**src/rtl/waveform_sample_packer.sv**
```systemverilog
// Sample packer: decimates a narrow sample stream and packs LANES kept
// samples per output word with aligned trigger OR and lane-0 timestamp.
module waveform_sample_packer #(
  parameter  int SAMPLE_WIDTH    = 32,
  parameter  int LANES           = 4,
  parameter  int DECIM_WIDTH     = 16,
  parameter  int TIMESTAMP_WIDTH = 64,
  localparam int DATA_WIDTH      = SAMPLE_WIDTH * LANES
) (
  input  logic                       clk,
  input  logic                       rst_n,
  input  logic                       enable,
  input  logic [DECIM_WIDTH-1:0]     decimFactor,
  input  logic [SAMPLE_WIDTH-1:0]    inSample,
  input  logic                       inValid,
  input  logic [7:0]                 inTriggers,
  input  logic [TIMESTAMP_WIDTH-1:0] timestampIn,
  output logic [DATA_WIDTH-1:0]      data,
  output logic                       valid,
  output logic [7:0]                 triggers,
  output logic [TIMESTAMP_WIDTH-1:0] timestamp,
  output logic [31:0]                wordCount
);

  localparam int LW = (LANES > 1) ? $clog2(LANES) : 1;

  logic [DECIM_WIDTH-1:0]     r_decim_cnt;
  logic [LW-1:0]              r_lane_idx;
  logic [DATA_WIDTH-1:0]      r_word_buf;
  logic [TIMESTAMP_WIDTH-1:0] r_pend_ts;
  logic [7:0]                 r_acc;
  logic [DATA_WIDTH-1:0]      r_data;
  logic                       r_valid;
  logic [7:0]                 r_triggers;
  logic [TIMESTAMP_WIDTH-1:0] r_timestamp;
  logic [31:0]                r_word_count;

  logic                       w_keep;
  logic                       w_lane0;
  logic                       w_last;
  logic [DECIM_WIDTH-1:0]     w_reload;
  logic [DATA_WIDTH-1:0]      w_word;
  logic [TIMESTAMP_WIDTH-1:0] w_ts;

  assign w_keep   = enable && inValid && (r_decim_cnt == '0);
  assign w_lane0  = (r_lane_idx == '0);
  assign w_last   = w_keep && (r_lane_idx == LW'(LANES - 1));
  assign w_reload = (decimFactor == '0) ? '0
                  : decimFactor - DECIM_WIDTH'(1);
  // With LANES=1 the lane-0 stamp is the current cycle's timestamp
  assign w_ts     = w_lane0 ? timestampIn : r_pend_ts;

  // Merge the incoming sample into the partial word at its lane
  always_comb begin
    w_word = r_word_buf;
    for (int i = 0; i < LANES; i++) begin
      if (r_lane_idx == LW'(i)) begin
        w_word[i*SAMPLE_WIDTH +: SAMPLE_WIDTH] = inSample;
      end
    end
  end

  // Decimation counter: reload on keep, count down on skipped samples
  always_ff @(posedge clk or negedge rst_n) begin
    if (!rst_n) begin
      r_decim_cnt <= '0;
    end else if (!enable) begin
      r_decim_cnt <= '0;
    end else if (inValid) begin
      if (r_decim_cnt == '0) begin
        r_decim_cnt <= w_reload;
      end else begin
        r_decim_cnt <= r_decim_cnt - DECIM_WIDTH'(1);
      end
    end
  end

  // Lane index, partial word assembly and pending lane-0 timestamp
  always_ff @(posedge clk or negedge rst_n) begin
    if (!rst_n) begin
      r_lane_idx <= '0;
      r_word_buf <= '0;
      r_pend_ts  <= '0;
    end else if (!enable) begin
      r_lane_idx <= '0;
    end else if (w_keep) begin
      r_word_buf <= w_word;
      if (w_lane0) begin
        r_pend_ts <= timestampIn;
      end
      if (w_last) begin
        r_lane_idx <= '0;
      end else begin
        r_lane_idx <= r_lane_idx + LW'(1);
      end
    end
  end

  // Trigger accumulator: OR every enabled cycle, restart after a word
  always_ff @(posedge clk or negedge rst_n) begin
    if (!rst_n) begin
      r_acc <= '0;
    end else if (!enable || w_last) begin
      r_acc <= '0;
    end else begin
      r_acc <= r_acc | inTriggers;
    end
  end

  // Output word registers, updated once per completed word
  always_ff @(posedge clk or negedge rst_n) begin
    if (!rst_n) begin
      r_data       <= '0;
      r_valid      <= 1'b0;
      r_triggers   <= '0;
      r_timestamp  <= '0;
      r_word_count <= '0;
    end else begin
      r_valid <= w_last;
      if (w_last) begin
        r_data       <= w_word;
        r_triggers   <= r_acc | inTriggers;
        r_timestamp  <= w_ts;
        r_word_count <= r_word_count + 32'd1;
      end
    end
  end

  assign data      = r_data;
  assign valid     = r_valid;
  assign triggers  = r_triggers;
  assign timestamp = r_timestamp;
  assign wordCount = r_word_count;

endmodule
```
**config.mk**
```make
export PLATFORM = sky130hd
export DESIGN_NAME = waveform_sample_packer
export DESIGN_NICKNAME = d
export VERILOG_FILES = /design/src/rtl/waveform_sample_packer.sv
export SDC_FILE = /design/constraint.sdc
export NUM_CORES = 1
export LEC_CHECK = 0
export ABC_CLOCK_PERIOD_IN_PS = 2980
export CAP_MARGIN = 10
export CORE_ASPECT_RATIO = 0.6
export CORE_MARGIN = 4
export CORE_UTILIZATION = 30
export DETAILED_ROUTE_END_ITERATION = 16
export GPL_ROUTABILITY_DRIVEN = 0
export PLACE_DENSITY = 0.51
export SLEW_MARGIN = 10
export SYNTH_ARGS = -nofsm -noshare
export SYNTH_HDL_FRONTEND = slang
export SYNTH_SLANG_ARGS = --single-unit
```
**constraint.sdc**
```tcl
create_clock -name clk -period 2.98 [get_ports clk]
set_input_delay 0.596 -clock clk [delete_from_list [all_inputs] [get_ports clk]]
set_output_delay 0.596 -clock clk [all_outputs]
set_load 0.01 [all_outputs]
```
# Word-level counts from Yosys, hierarchy flattened
# Cells that the tools add are included.
# W data, S select, Z words.
# totals
reg_bits,451
word_cells,42
# op_classes
add_sub_neg,4
eq_ne,5
n_mux,13
bitwise_logic,1
reduce_logical,9
# op_table
operator,count
$mux W32,4
$mux W16,4
$mux W64,1
$add A32 B1 Y32 const B,1
$logic_not A16 Y1,2
$sub A16 B1 Y16 const B,2
$mux W8,1
$or A8 B8 Y8,1
$mux W2,3
$eq A2 B2 Y1 const B,2
$ne A2 B1 Y1 const B,2
$logic_and A1 B1 Y1,3
$add A2 B1 Y2 const B,1
$eq A2 B1 Y1 const B,1
$logic_not A2 Y1,1
$reduce_and A2 Y1,1
$logic_not A1 Y1,1
$logic_or A1 B1 Y1,1

# Logic depth before layout (Yosys ltp)
# Gate-level depths: netlist of the first run.
# depth
ltp_word,6
ltp_mapped,11
depth_no_buf,7

# Worst setup path after synthesis of the first run
# Ideal clock, no wire load.
# synth_path
path_kind,input -> register
startpoint,in inValid
endpoint,reg r_data[90] (netlist: data[90])
arrival_ns,2.430
required_ns,2.845
setup_slack_ns,0.415
cell_stages,10
n_path_buf,5
cell_sequence,buf_2 or4b_1 clkbuf_1 nor2_2 nand3_2 buf_2 buf_2 clkbuf_1 nand2_1 o21ai_0
# synth_between
elab_chain_cells,3
# synth_lines
item,line_no,rtl
start: declaration,15,"input logic inValid,"
$logic_and A1 B1 Y1 (2 in a row),45,assign w_keep = enable && inValid && (r_decim_cnt == '0);
$logic_and A1 B1 Y1,47,assign w_last = w_keep && (r_lane_idx == LW'(LANES - 1));
end signal: assignment,121,r_data <= w_word;
end: declaration,32,logic [DATA_WIDTH-1:0] r_data;
# Every way passes these cells.
# A chain may end at the register's enable or synchronous reset.

# Final worst setup path of the first run
# layout_path
startpoint,reg r_decim_cnt[0]
endpoint,reg r_word_buf[23]
# layout_between
elab_chain_cells,3
# layout_lines
item,line_no,rtl
start: declaration,27,logic [DECIM_WIDTH-1:0] r_decim_cnt;
start signal: assignment,71,r_decim_cnt <= w_reload;
start signal: assignment,73,r_decim_cnt <= r_decim_cnt - DECIM_WIDTH'(1);
$logic_not A16 Y1,45,
$logic_and A1 B1 Y1,45,
$reduce_and A2 Y1 (no source line),n/a,
end signal: assignment,87,r_word_buf <= w_word;
end: declaration,29,logic [DATA_WIDTH-1:0] r_word_buf;
# Every way passes these cells.

==> flow_summary.json, run 1 <==
{
  "status": "finished clean",
  "critPathArrivalTime_ns": 3.20,
  "via_per_inst": 4.70,
  "clockRootBuffer": "clkbuf_16",
  "power_density_mw_per_mm2": 700,
  "io_buffers": 356,
  "syn_inst": 1559,
  "cts_max_level": 2,
  "clk_pin_slew_ns": 0.06,
  "antenna_cells": 0,
  "hold_path.class": "register to register",
  "ios": 357,
  "yosysWarnings": 0,
  "synth_area_sq_mm": 0.0179,
  "max_slew_margin_pct": 43.5,
  "dp_cells": 2662,
  "worst_slack_ns": 0.220,
  "dieArea_sq_mm": 0.0638,
  "drive_above_1_share_pct": 15.5,
  "synthesis.nets": 1691,
  "finalHoldViolations": 0,
  "synthTopCellsByArea": "dfrtp_1 59%, mux2_2 10%, mux2i_1 9.2%",
  "layout_common_cells": "419 x dfrtp_1, 355 x clkdlybuf4s50_1, 302 x nand2_1, 177 x o21ai_0, 164 x mux2i_1",
  "rrSetupSlack_ns": 0.22,
  "dp_slack_ns": 0.00111,
  "final_nets": 2061,
  "grt_overflow_total": 0,
  "worst_r2r_path_depth": 8,
  "min_from": "data[117]",
  "holdPathStages": 2,
  "die_h_um": 197,
  "track_usage_pct": 16.6,
  "insertion_delay_ns": 0.56,
  "cts_max_path_buffers": 3,
  "grt_pass1_wl_mm": 82.4,
  "die_width_um": 323,
  "max_freq_mhz": 362,
  "grt_max_degree": 70,
  "drv_slew": 0,
  "min_to": "data[117]",
  "cts_tree": "yes",
  "routed_wirelength_mm": 52.8,
  "multi_input_area_sq_mm": 0.00706,
  "drc": 0,
  "synthToLayoutAreaGrowth_pct": 35.5,
  "setup_violations": 0,
  "fill_cells": 5637,
  "critPathKind": "register to register",
  "timing.final.crit_share_pct": 92.6,
  "ys_seq_elements": 419,
  "min_period_ns": 2.76,
  "yosysTopAreaCell": "dfrtp_1",
  "ys_seq_area_share_pct": 58.6,
  "post_dp_cell_area_sq_mm": 0.0228,
  "synth.avg_cell_area_sq_um": 11.5,
  "p_leak_nw": 11.2,
  "final_common_cell": "dfrtp_1",
  "drt_first_iter_violations": 760,
  "max-cap-violations": 0,
  "grt_antenna_before_repair": 3,
  "worst_clock_skew_ns": 0.0174,
  "fp.coreArea_sq_mm": 0.0591,
  "final_area_sq_mm": 0.0243,
  "synth_top_area_share_pct": 58.6,
  "worstMarginPinSlew_ns": 0.842,
  "start_kind": "register",
  "tritoncts.num_buffers": 43,
  "cts_resized": 0,
  "crit_required_ns": 3.42,
  "ir_worst_vdd_uv": 371,
  "crit_path_max_fanout": 20,
  "wl_per_cell_um": 19.2,
  "grt_pass1_vias": 13300,
  "drtPass1Iterations": 5,
  "reg2reg_from": "r_decim_cnt[0]",
  "start_util_pct": 30.3,
  "seq_area_sq_mm": 0.0105,
  "synthFlopType": "dfrtp_1",
  "r2r-end": "r_word_buf[23]",
  "postRouteAntennaNets": 0,
  "clock-sinks": 419,
  "final_cells": 2744,
  "tns_ns": 0,
  "synth_edf_count": 0,
  "yosysUniqueCellTypes": 47,
  "ys_async_sr_fraction_pct": 100,
  "cp-end-kind": "register",
  "post-route-util_pct": 41.0,
  "dp_hpwl_mm": 37.4,
  "fp-row-count": 69,
  "vias": 12900,
  "rsz0062_at_grt": "false"
}
synth_stat cells, types with 2 or more instances:
master / count
mux2_2: 162
nor2_1: 44
a211oi_1: 2
buf_1: 4
ha_1: 8
o41ai_1: 4
o31ai_1: 3
nor4_1: 5
inv_1: 11
mux2i_1: 164
or4b_1: 2
nand2_1: 302
nor4b_1: 3
nand4_1: 21
xnor2_1: 26
nor2b_1: 2
and3_1: 4
o211ai_1: 3
nand3_2: 2
o21ai_0: 177
xor2_1: 15
a31oi_1: 8
and4_1: 5
nor3_1: 16
clkbuf_1: 72
a21oi_1: 12
dfrtp_1: 419
buf_2: 13
nand3_1: 24
or3_1: 7
and2_1: 3
through the flow:
step                total power [mW]  hold WS, ns
floorplan                       10.0        0.300
global placement                11.4        0.452
detailed placement              11.5        0.456
CTS                             17.2        0.470
global route                    17.9        0.489
finish                          17.0        0.465
worst max-delay path by stage:
stage,endpoint,from,depth (start not counted)
after floorplan,data[90],inValid,10
after global placement,wordCount[24],inValid,9
after detailed placement,wordCount[18],inValid,9
after CTS,r_word_buf[23],r_decim_cnt[0],8
after global routing,r_word_buf[23],r_decim_cnt[0],8
final,r_word_buf[23],r_decim_cnt[0],8
cells by family after synthesis:
logic type      count (synthesis)  share of synthesized area [%]
buf+inv                       101                           2.21
mux                           326                           19.4
flops                         419                           58.6
xor+xnor                       41                           2.01
simple gates                  447                           10.8
compound gates                217                           6.47
fa+ha+maj                       8                          0.559
final cells by class:
type | count | share of cell area [%]
sequential | 419 | 43.2
tap | 781 | 4.03
inverter | 12 | 0.186
multi-input combinational | 1039 | 29.1
timing repair buffer | 414 | 17.5
clock buffer | 60 | 5.19
clock inverter | 19 | 0.768
critical path, cell delays in order, from the launching register on:
cell	delay (ns)
dfrtp_1	0.41
inv_1	0.12
ha_1	0.17
or4b_1	0.58
nor4_4	0.20
buf_4	0.28
nand3_4	0.23
buf_4	0.34
mux2_2	0.30
sequential cells by signal (all words and copies together) (netlist names):
| name | cells |
|---|---|
| r_acc | 8 |
| timestamp | 64 |
| valid | 1 |
| r_pend_ts | 64 |
| data | 128 |
| r_word_buf | 96 |
| r_lane_idx | 2 |
| triggers | 8 |
| wordCount | 32 |
| r_decim_cnt | 16 |
layer usage:
layer	track usage [%]	share of wire (%)	wire, um	vias to the layer above
met3	5.15	7.3	3860	67
met4	2.83	1.4	733	6
met2	24.1	42	22200	288
met1	24.5	49	25900	6380
li1	-	-	-	6167
met5	0	0.10	54	-
report_power, final:
part / leakage, nW / internal (mW) / switching [mW]
Sequential: 5.65 / 6.66 / 0.519
Clock: 0.721 / 3.22 / 2.34
Combinational: 4.83 / 2.06 / 2.17
timing repair:
item	4_1_cts	5_1_grt
setup buffers	0	2
setup endpoints to repair	0	2
hold buffers	1	0
endpoints found under the hold margin	41	0
Power figures use the tool's default switching activity.
==> run 2, diff against run 1 <==
PLACE_DENSITY = 0.52   (was 0.51)
==> flow_summary.json, run 2 (synthesized netlist as in run 1, its figures left out) <==
{
  "grt_antenna_before_repair": 6,
  "io_buffers": 356,
  "grt_max_degree": 129,
  "max-cap-violations": 0,
  "hold_path.class": "register to register",
  "drive_above_1_share_pct": 15.2,
  "routed_wirelength_mm": 50.8,
  "ios": 357,
  "final_nets": 2063,
  "die_width_um": 323,
  "status": "finished clean",
  "worstMarginPinSlew_ns": 0.705,
  "tritoncts.num_buffers": 43,
  "largest_register_ffs": 128,
  "dp_cells": 2666,
  "wl_per_cell_um": 18.5,
  "start_util_pct": 30.3,
  "grt_pass1_vias": 13200,
  "power_density_mw_per_mm2": 684,
  "crit_path_max_fanout": 8,
  "fp-row-count": 69,
  "vias": 13000,
  "cts_tree": "yes",
  "postRouteAntennaNets": 0,
  "insertion_delay_ns": 0.58,
  "p_leak_nw": 11.2,
  "synthToLayoutAreaGrowth_pct": 35.4,
  "crit_required_ns": 3.47,
  "worst_clock_skew_ns": 0.0178,
  "cp-end-kind": "register",
  "min_period_ns": 2.77,
  "drtPass1Iterations": 5,
  "drv_slew": 0,
  "final_cells": 2742,
  "layout_common_cells": "419 x dfrtp_1, 355 x clkdlybuf4s50_1, 302 x nand2_1, 177 x o21ai_0, 164 x mux2i_1",
  "drc": 0,
  "grt_overflow_total": 0,
  "grt_pass1_wl_mm": 79.2,
  "die_h_um": 197,
  "timing.final.crit_share_pct": 92.8,
  "via_per_inst": 4.73,
  "clockRootBuffer": "clkbuf_16",
  "dieArea_sq_mm": 0.0638,
  "finalHoldViolations": 0,
  "max_slew_margin_pct": 52.7,
  "drt_first_iter_violations": 704,
  "final_common_cell": "dfrtp_1",
  "critPathKind": "register to register",
  "cts_max_path_buffers": 3,
  "critPathArrivalTime_ns": 3.26,
  "rsz0062_at_grt": "false",
  "cts_setup_buffers": 0,
  "ir_worst_vdd_uv": 496,
  "dp_hpwl_mm": 35.5,
  "clk_pin_slew_ns": 0.06,
  "cts_max_level": 2,
  "fp.coreArea_sq_mm": 0.0591,
  "setup_violations": 0,
  "track_usage_pct": 15.8,
  "start_kind": "register",
  "tns_ns": 0,
  "clock-sinks": 419,
  "total_power_mw": 16.6,
  "max_freq_mhz": 361
}
==> run 2: cell types whose count changed in the layout (fill, tap and decap cells not counted), sizes merged <==
cell    change
clkinv      -5
bufinv      -3
buf         +2
clkbuf      +2
diode       +2
==> run 2: critical path: stages, from the launching register on <==
cell     delay, ns
dfrtp_1       0.43
inv_1         0.12
ha_1          0.17
or4b_1        0.56
nor4_4        0.49
buf_4         0.26
nand2_1       0.17
or3_1         0.36
a21oi_1       0.14
==> run 2: final timing paths <==
check | start | to | slack (ns) | depth (start not counted)
setup / recovery | r_decim_cnt[0] | r_lane_idx[0] | 0.21 | 8
hold / removal | wordCount[31] | wordCount[31] | 0.46 | 1
setup reg to reg | r_decim_cnt[0] | r_lane_idx[0] | 0.21 | 8
hold reg to reg | wordCount[31] | wordCount[31] | 0.46 | 1
max in group asynchronous | rst_n | timestamp[46] | 1.69 | 3
min in group asynchronous | rst_n | wordCount[31] | 0.52 | 2
==> run 2: power by group <==
part           total [mW]  leakage [nW]  internal [mW]  switching (mW)
sequential           7.19          5.65           6.66           0.531
combinational        4.15          4.86           2.05            2.10
clock                5.24         0.654           2.90            2.34
==> run 2: layout make-up <==
| class | count | area [sq um] |
|---|---|---|
| antenna | 2 | 5.00 |
| clock buffer | 62 | 1240 |
| clock inverter | 11 | 97.6 |
| fill | 5641 | 34900 |
| inverter | 12 | 45.0 |
| multi-input combinational | 1039 | 7070 |
| sequential | 419 | 10500 |
| tap | 781 | 977 |
| timing repair buffer | 416 | 4320 |
==> run 2: through the flow <==
step           hold slack, ns  util (%)  setup slack [ns]  cell area, sq um
2_1_floorplan           0.300         -             0.415             17900
4_1_cts                 0.469      41.0             0.231             24200
3_5_place_dp            0.456      38.7            0.0195             22900
6_report                0.465      41.0             0.213             24200
3_3_place_gp            0.450      38.7           -0.0315             22900
5_1_grt                 0.477      41.0            0.0389             24200
==> run 2: repair_timing <==
item / 4_1_cts / 5_1_grt
hold buffers: 1 / 0
endpoints found under the setup margin: 0 / 2
gates resized for setup: 0 / 1
hold endpoints to repair: 33 / 0
==> run 2: metal layers <==
metal / share of wire [%] / track usage (%) / up-vias
li1: - / - / 6152
met1: 48 / 22.6 / 6433
met2: 43 / 23.6 / 309
met3: 7.6 / 5.05 / 61
met4: 1.4 / 3.06 / 8
met5: 0.12 / 0 / -
==> run 3, diff against run 2 <==
CAP_MARGIN = 20   (was 10)
CTS_CLUSTER_DIAMETER = 50   (was default)
TNS_END_PERCENT = 30   (was default)
==> flow_summary.json, run 3 (synthesized netlist as in run 1, its figures left out) <==
{
  "status": "finished clean",
  "drt_first_iter_violations": 745,
  "cts_max_level": 2,
  "ir_worst_vdd_uv": 417,
  "p_leak_nw": 11.2,
  "dp_cells": 2666,
  "cts_tree": "yes",
  "start_util_pct": 30.3,
  "drtPass1Iterations": 4,
  "layout_common_cells": "419 x dfrtp_1, 355 x clkdlybuf4s50_1, 302 x nand2_1, 177 x o21ai_0, 164 x mux2i_1",
  "insertion_delay_ns": 0.59,
  "rsz0062_at_grt": "false",
  "die_h_um": 197,
  "worstPathCellList": "inv_1, ha_1, or4b_1, nor4_4, buf_4, nand2_1, or3_1, a21oi_1",
  "routed_wirelength_mm": 51.1,
  "start_kind": "register",
  "die_width_um": 323,
  "worst_clock_skew_ns": 0.0222,
  "postRouteAntennaNets": 0,
  "vias": 13000,
  "fp.coreArea_sq_mm": 0.0591,
  "via_per_inst": 4.73,
  "final_cells": 2746,
  "timing.hold.ws_ns": 0.465,
  "drv_slew": 0,
  "cts_setup_buffers": 0,
  "critPathKind": "register to register",
  "max-cap-violations": 0,
  "path_buf_inv": 2,
  "drive_above_1_share_pct": 15.3,
  "io_buffers": 356,
  "total_power_mw": 17.1,
  "clk_pin_slew_ns": 0.06,
  "power_density_mw_per_mm2": 700,
  "clock-sinks": 419,
  "clockRootBuffer": "clkbuf_16",
  "crit_required_ns": 3.49,
  "crit_path_max_fanout": 8,
  "final_common_cell": "dfrtp_1",
  "max_stage_delay_ns": 0.56,
  "grt_max_degree": 129,
  "tns_ns": 0,
  "hold_path.class": "register to register",
  "grt_pass1_vias": 13200,
  "cts_max_path_buffers": 3,
  "cp_slowest_cell": "or4b_1",
  "cp-end-kind": "register",
  "setup_violations": 0,
  "worstMarginPinSlew_ns": 0.735,
  "drc": 0,
  "final_nets": 2066,
  "cp_top_family": "simple AND/OR/NAND/NOR gates",
  "wl_per_cell_um": 18.6,
  "grt_pass1_wl_mm": 79.6,
  "fp-row-count": 69,
  "finalHoldViolations": 0,
  "largest_register_ffs": 128,
  "dp_hpwl_mm": 35.5,
  "min_period_ns": 2.74,
  "max_freq_mhz": 364,
  "grt_overflow_total": 0,
  "critPathArrivalTime_ns": 3.25,
  "ios": 357,
  "track_usage_pct": 15.9,
  "tritoncts.num_buffers": 46,
  "synthToLayoutAreaGrowth_pct": 36.3,
  "timing.final.crit_share_pct": 92.1,
  "grt_antenna_before_repair": 6,
  "max_slew_margin_pct": 50.6,
  "dieArea_sq_mm": 0.0638
}
[run 3: metrics by stage]
| stage | area [sq um] | setup slack [ns] | utilization (%) |
|---|---|---|---|
| final | 24400 | 0.235 | 41.3 |
| after global routing | 24400 | 0.0375 | 41.3 |
| after CTS | 24400 | 0.230 | 41.2 |
| after detailed placement | 22900 | 0.0195 | 38.7 |
| after global placement | 22900 | -0.0315 | 38.7 |
| after floorplan | 17900 | 0.415 | - |
[run 3: what timing repair did]
item                                   in CTS  in global routing
gates resized for setup                     0                  1
endpoints found under the hold margin      33                  0
hold buffers                                1                  0
setup endpoints to repair                   0                  2
[run 3: layer usage]
| layer | global-route usage [%] | vias up | part of all wire (%) |
|---|---|---|---|
| li1 | - | 6157 | - |
| met5 | 0 | - | 0.12 |
| met2 | 23.6 | 310 | 43 |
| met1 | 22.6 | 6428 | 47 |
| met4 | 3.53 | 8 | 1.6 |
| met3 | 5.31 | 76 | 8.0 |
[run 3: layout make-up]
type	instances	area, sq um
Antenna cell	2	5.00
Clock buffer	64	1290
Clock inverter	13	210
Fill cell	5630	34700
Inverter	12	45.0
Multi-Input combinational cell	1039	7070
Sequential cell	419	10500
Tap cell	781	977
Timing Repair Buffer	416	4320
[run 3: final timing paths]
path	start	endpoint	slack, ns	cells past startpoint
worst max-delay path	r_decim_cnt[0]	r_lane_idx[0]	0.24	8
worst min-delay path	wordCount[31]	wordCount[31]	0.47	1
worst max register to register	r_decim_cnt[0]	r_lane_idx[0]	0.24	8
worst min register to register	wordCount[31]	wordCount[31]	0.47	1
max in group asynchronous	rst_n	r_pend_ts[52]	1.71	3
min in group asynchronous	rst_n	wordCount[31]	0.51	2
[run 3: power breakdown]
group          switching, mW  leakage [nW]  internal (mW)
clock network           2.44         0.733           3.31
logic                   2.10          4.86           2.05
registers              0.532          5.65           6.66
[run 3: worst reg2reg max path: stages (launching register included)]
cell,delay [ns]
dfrtp_1,0.42
inv_1,0.11
ha_1,0.17
or4b_1,0.56
nor4_4,0.49
buf_4,0.26
nand2_1,0.17
or3_1,0.36
a21oi_1,0.14
